--- src/rtl/mem_stage_unit.sv ---
// Memory-stage controller: drives a 16-bit synchronous data memory from EX/MEM,
// splitting 32-bit PC push/pop into two-word sequences and stalling upstream.
module mem_stage_unit #(
   parameter int unsigned ADDR_W = 12
) (
   input  logic              clk,
   input  logic              rst_n,
   input  logic              In_Valid,
   input  logic [31:0]       Data,
   input  logic [31:0]       Address,
   input  logic              MR,
   input  logic              MW,
   input  logic              WB,
   input  logic [2:0]        WB_Address,
   input  logic              Stack_PC,
   input  logic              Stack_Flags,
   input  logic [2:0]        Final_Flags,
   output logic [ADDR_W-1:0] Mem_Addr,
   output logic              Mem_Rd_En,
   output logic              Mem_Wr_En,
   output logic [15:0]       Mem_Wr_Data,
   input  logic [15:0]       Mem_Rd_Data,
   output logic              Stall,
   output logic              Out_Valid,
   output logic              WB_Out,
   output logic [2:0]        WB_Address_Out,
   output logic [15:0]       WB_Data,
   output logic              PC_Load,
   output logic [31:0]       PC_From_Memory,
   output logic              Flags_Restore,
   output logic [2:0]        Flags_From_Memory
);

   typedef enum logic [2:0] {IDLE, RD_WAIT, PUSH_HI, POP_LO, POP_HI} state_t;

   state_t state, state_d;

   // Op context captured at accept; EX/MEM contents are ignored after IDLE
   logic [ADDR_W-1:0] lat_addr;
   logic [15:0]       lat_lo_data;
   logic              lat_wb;
   logic [2:0]        lat_wba;
   logic              lat_flags;
   logic [15:0]       pop_lo;

   logic              rd_c, wr_c, stall_c;
   logic [ADDR_W-1:0] addr_c;
   logic [15:0]       wdata_c;
   logic              ov_d, pcl_d, fr_d, wb_out_d;
   logic [2:0]        wba_d, ff_d;
   logic [15:0]       wbdata_d;
   logic [31:0]       pc_d;

   logic              accept;
   logic [ADDR_W-1:0] addr_in;

   assign accept  = (state == IDLE) && In_Valid;
   assign addr_in = Address[ADDR_W-1:0];

   if (ADDR_W < 32) begin : g_addr_hi
      logic unused_addr_hi;
      assign unused_addr_hi = ^Address[31:ADDR_W];
   end

   // Next state, memory strobes and next values of the registered outputs
   always_comb begin
      state_d  = state;
      rd_c     = 1'b0;
      wr_c     = 1'b0;
      stall_c  = 1'b0;
      addr_c   = '0;
      wdata_c  = '0;
      ov_d     = 1'b0;
      pcl_d    = 1'b0;
      fr_d     = 1'b0;
      wb_out_d = WB_Out;
      wba_d    = WB_Address_Out;
      wbdata_d = WB_Data;
      pc_d     = PC_From_Memory;
      ff_d     = Flags_From_Memory;
      unique case (state)
         IDLE: begin
            if (In_Valid) begin
               if (MR && Stack_PC) begin
                  rd_c    = 1'b1;
                  addr_c  = addr_in;
                  stall_c = 1'b1;
                  state_d = POP_LO;
               end else if (MW && Stack_PC) begin
                  wr_c    = 1'b1;
                  addr_c  = addr_in;
                  wdata_c = Data[31:16];
                  stall_c = 1'b1;
                  state_d = PUSH_HI;
               end else if (MR) begin
                  rd_c    = 1'b1;
                  addr_c  = addr_in;
                  stall_c = 1'b1;
                  state_d = RD_WAIT;
               end else if (MW) begin
                  wr_c     = 1'b1;
                  addr_c   = addr_in;
                  wdata_c  = Stack_Flags ? {13'b0, Final_Flags} : Data[15:0];
                  ov_d     = 1'b1;
                  wb_out_d = 1'b0;
                  wba_d    = WB_Address;
               end else begin
                  ov_d     = 1'b1;
                  wb_out_d = WB;
                  wba_d    = WB_Address;
                  wbdata_d = Data[15:0];
               end
            end
         end
         RD_WAIT: begin
            state_d  = IDLE;
            ov_d     = 1'b1;
            wba_d    = lat_wba;
            wbdata_d = Mem_Rd_Data;
            if (lat_flags) begin
               wb_out_d = 1'b0;
               fr_d     = 1'b1;
               ff_d     = Mem_Rd_Data[2:0];
            end else begin
               wb_out_d = lat_wb;
            end
         end
         PUSH_HI: begin
            wr_c     = 1'b1;
            addr_c   = lat_addr - ADDR_W'(1);
            wdata_c  = lat_lo_data;
            state_d  = IDLE;
            ov_d     = 1'b1;
            wb_out_d = 1'b0;
            wba_d    = lat_wba;
         end
         POP_LO: begin
            rd_c    = 1'b1;
            addr_c  = lat_addr + ADDR_W'(1);
            stall_c = 1'b1;
            state_d = POP_HI;
         end
         POP_HI: begin
            state_d  = IDLE;
            ov_d     = 1'b1;
            wb_out_d = 1'b0;
            wba_d    = lat_wba;
            pcl_d    = 1'b1;
            pc_d     = {Mem_Rd_Data, pop_lo};
         end
         default: state_d = IDLE;
      endcase
   end

   // Combinational memory side, forced quiet while reset is asserted
   assign Mem_Rd_En   = rst_n & rd_c;
   assign Mem_Wr_En   = rst_n & wr_c;
   assign Stall       = rst_n & stall_c;
   assign Mem_Addr    = rst_n ? addr_c : '0;
   assign Mem_Wr_Data = rst_n ? wdata_c : '0;

   always_ff @(posedge clk or negedge rst_n) begin
      if (!rst_n) begin
         state             <= IDLE;
         lat_addr          <= '0;
         lat_lo_data       <= '0;
         lat_wb            <= 1'b0;
         lat_wba           <= '0;
         lat_flags         <= 1'b0;
         pop_lo            <= '0;
         Out_Valid         <= 1'b0;
         WB_Out            <= 1'b0;
         WB_Address_Out    <= '0;
         WB_Data           <= '0;
         PC_Load           <= 1'b0;
         PC_From_Memory    <= '0;
         Flags_Restore     <= 1'b0;
         Flags_From_Memory <= '0;
      end else begin
         state             <= state_d;
         Out_Valid         <= ov_d;
         WB_Out            <= wb_out_d;
         WB_Address_Out    <= wba_d;
         WB_Data           <= wbdata_d;
         PC_Load           <= pcl_d;
         PC_From_Memory    <= pc_d;
         Flags_Restore     <= fr_d;
         Flags_From_Memory <= ff_d;
         if (accept) begin
            lat_addr    <= addr_in;
            lat_lo_data <= Data[15:0];
            lat_wb      <= WB;
            lat_wba     <= WB_Address;
            lat_flags   <= Stack_Flags;
         end
         if (state == POP_LO) pop_lo <= Mem_Rd_Data;
      end
   end

endmodule

--- config.mk ---
export PLATFORM = sky130hd
export DESIGN_NAME = mem_stage_unit
export DESIGN_NICKNAME = d
export VERILOG_FILES = /design/src/rtl/mem_stage_unit.sv
export SDC_FILE = /design/constraint.sdc
export NUM_CORES = 1
export LEC_CHECK = 0
export CAP_MARGIN = 20
export CORE_ASPECT_RATIO = 0.8
export CORE_MARGIN = 1
export CORE_UTILIZATION = 46
export CTS_CLUSTER_SIZE = 25
export DETAILED_ROUTE_END_ITERATION = 6
export GPL_TIMING_DRIVEN = 1
export PLACE_DENSITY = 0.8
export SETUP_SLACK_MARGIN = 0.3
export SLEW_MARGIN = 20
export SYNTH_ARGS = -nofsm -noshare
export SYNTH_HDL_FRONTEND = slang
export SYNTH_SLANG_ARGS = --single-unit
export TNS_END_PERCENT = 50
--- constraint.sdc ---
create_clock -name clk -period 4.6 [get_ports clk]
set_clock_uncertainty 0.15 [all_clocks]
set_input_delay 0.92 -clock clk [delete_from_list [all_inputs] [get_ports clk]]
set_output_delay 0.92 -clock clk [all_outputs]
set_load 0.01 [all_outputs]
==> summary.txt <==
Outcome -> finished clean
Die H -> 99.5 µm
Part of the Yosys area used for sequential elements -> 50.3%
Largest net degree at the start of global routing -> 74
Row count -> 35
Top Ports -> 183
Post-synth top area share -> 50.3%
Reg2reg start -> state[0]
Peak supply drop -> 0.201 mV
R2R Setup Slk -> 2.34 ns
Critical Path RT -> 3.53 ns
Max-cap violations -> 0
Synth async-reset ratio -> 100%
Register area -> 2760 µm²
Most used DFF post-synth -> dfrtp_1
Drc violations -> 0
Leading area contributor after synthesis -> dfrtp_1
CP Data Arrival Time -> 3.21 ns
Sequential Power Share -> 42.3%
Fin nets -> 753
Starting Density -> 47.3%
P_int -> 2.25 mW
Vias per cell -> 5.46
Clk Latency, worst-skew pair -> 0.34 ns
Reg-to-reg critical path endpoint -> WB_Address_Out[1]
Vias in the first global route -> 4390
Share of layout cells above drive strength 1 -> 21.5%
Worst slew pin tran -> 0.913 ns
Post-synth EDFFs -> 0
Placer congestion estimate -> 0.875
CP Class -> reg2out
Routed Antenna Nets -> 0
DR vias -> 4368
Total of warnings raised by yosys -> 0
Worst Hold Class -> in2async
Worst setup margin -> 0.324 ns
Htree depth -> 3
P_sw -> 0.941 mW
Netlist Area Pre-Place -> 5470 µm²
Die area -> 12300 µm²
Total congestion overflow -> 0
Pleak -> 3.20 nW
Final Cycle Share -> 93.0%
Layout area overhead -> 39.8%
P per Cell Area -> 418 nW/µm²
Place WS -> 0.267 ns
Mapped Nets -> 590
Clock power frac -> 24.3%
Antenna cells -> 0
Pre-antenna DRT Iters -> 5
Dpl hpwl -> 10.6 mm
Cells after Synth -> 485
Buffers on Ports -> 162
Hold Fails Final Rpt -> 0
First-pass GRT wire length -> 23.1 mm
Overall routing resource usage -> 24.7%
Maximum clock rate -> 234 MHz
Initial detailed-routing violation count -> 234
Comb pwr share -> 33.4%
Rel. slew slack -> 39.1%
CTS root buf -> clkbuf_16
Endpoint class of the critical path -> primary output
Clock buffer count from CTS -> 9
Core area -> 11600 µm²
Setup Total Neg Slack -> 0 ns
Switching Fraction -> 29.5%
CP Launch Type -> flip-flop
DR WL/cell -> 19.0 µm
Multi-input logic area -> 2570 µm²
Most common cell after layout, fill and taps aside -> clkdlybuf4s50_1
Unique masters post-synth -> 45
RSZ-0062 raised after global routing -> true
Commonest cells after routing, fill and taps aside -> 159 x clkdlybuf4s50_1, 108 x dfrtp_1, 81 x mux2_2
Cts hold-fix bufs -> 0
Main area contributors after synthesis -> dfrtp_1 50%, mux2_2 17%, mux2i_1 4.0%
CTS tree -> done
Avg Inst Size Synth -> 11.3 µm²
Sinks on Clock Net -> 110
Die extent in x -> 124 µm
Fill count -> 910
R2R depth -> 6
Final Max Tran Viols -> 0
Number of synthesized register bits -> 110
Min cycle time layout -> 4.28 ns
Reg clk slew, reported paths -> 0.07 ns
Final setup viols -> 0
Critical Path Fanout Max -> 7
Initial antenna violation count -> 0
WL final -> 15.2 mm
Max clock buf depth -> 2
[how the worst max path moves through the flow]
| stage | to | cells after the start | slack (ns) | from |
|---|---|---|---|---|
| 2_1_floorplan | Mem_Addr[10] | 12 | 0.83 | state[2] |
| 3_3_place_gp | Mem_Addr[10] | 11 | 0.38 | state[2] |
| 3_5_place_dp | Mem_Addr[10] | 11 | 0.27 | state[2] |
| 4_1_cts | Mem_Addr[8] | 10 | 0.29 | state[2] |
| 5_1_grt | Mem_Addr[8] | 10 | 0.22 | state[2] |
| 6_report | Mem_Addr[8] | 10 | 0.32 | state[2] |
[synthesized netlist by cell type, types with 3 or more instances]
cell / instances
buf_4: 4
inv_1: 10
nor3b_1: 14
buf_2: 9
o21a_1: 3
ha_1: 10
a21o_1: 3
nand2_1: 29
o21ai_0: 24
buf_6: 3
nand3_1: 4
a32o_1: 3
mux2_2: 81
a22oi_1: 6
and2_1: 3
mux2i_1: 22
clkbuf_1: 11
xor2_1: 4
a21oi_2: 4
nor2_2: 5
nor2_1: 46
xnor2_1: 6
a21oi_1: 43
dfrtp_1: 110
[power groups by stage]
stage	clock [mW]	combinational, mW	sequential (mW)
5_1_grt	0.826	1.15	1.38
4_1_cts	0.786	1.05	1.35
3_3_place_gp	0	1.01	1.35
3_5_place_dp	0	1.05	1.36
2_1_floorplan	0	0.449	1.41
6_report	0.776	1.07	1.35
[cell families after synthesis]
logic type / after synthesis / share of synthesized area [%]
and+or+nand+nor: 117 / 10.9
DFF: 110 / 50.3
muxes: 103 / 20.7
AOI/OAI and AO/OA: 96 / 10.3
buffers and inverters: 38 / 3.50
adders and majority gates: 11 / 2.65
xor gates and xnor gates: 10 / 1.60
[registers in the layout (all words and copies together) (netlist names)]
| register | flops |
|---|---|
| Out_Valid | 1 |
| Flags_From_Memory | 3 |
| lat_flags | 1 |
| WB_Address_Out | 3 |
| WB_Out | 1 |
| pop_lo | 16 |
| PC_From_Memory | 32 |
| state | 3 |
| lat_wb | 1 |
| PC_Load | 1 |
| WB_Data | 16 |
| Flags_Restore | 1 |
| lat_lo_data | 16 |
| lat_wba | 3 |
| lat_addr | 12 |
[timing repair]
item / 4_1_cts / 5_1_grt
buffers inserted: 0 / 4
pin swaps: 1 / 3
cloned: 0 / 1
endpoints found under the setup margin: 6 / 18
gates resized for setup: 10 / 10
[cell type report]
class	instances	share of cell area (%)
sequential	110	36.0
multi-input combinational	337	33.7
timing repair buffer	180	23.5
clock buffer	9	2.95
tap	148	2.42
clock inverter	6	0.933
inverter	10	0.491
[stage by stage]
stage	power (mW)	area, µm²	hold slack (ns)	std cells	util [%]
detailed placement	2.41	7220	0.322	779	62.4
CTS	3.19	7530	0.277	794	65.2
floorplan	1.86	5470	0.324	485	-
finish	3.19	7650	0.282	800	66.1
global route	3.35	7650	0.279	800	66.1
global placement	2.36	7220	0.313	779	62.4
[worst max-delay path, cell delays in order (launching register included)]
cell and delay (ns):
dfrtp_2 0.43, and2b_1 0.26, nand2_4 0.13, ha_1 0.38, nor2b_2 0.18, o211ai_1 0.25
a21oi_1 0.15, a311oi_2 0.28, xor2_1 0.12, o21ai_0 0.15, clkdlybuf4s50_1 0.55
[per-layer routing]
metal  GRT usage, %  share of wire [%]  vias to the layer above
li1               -                  -                     2029
met4           7.60                2.3                        0
met2           40.7                 48                      152
met5              0                  0                        -
met1           33.3                 44                     2164
met3           4.30                5.2                       23
Note: power is estimated with default switching activity, not from simulation.
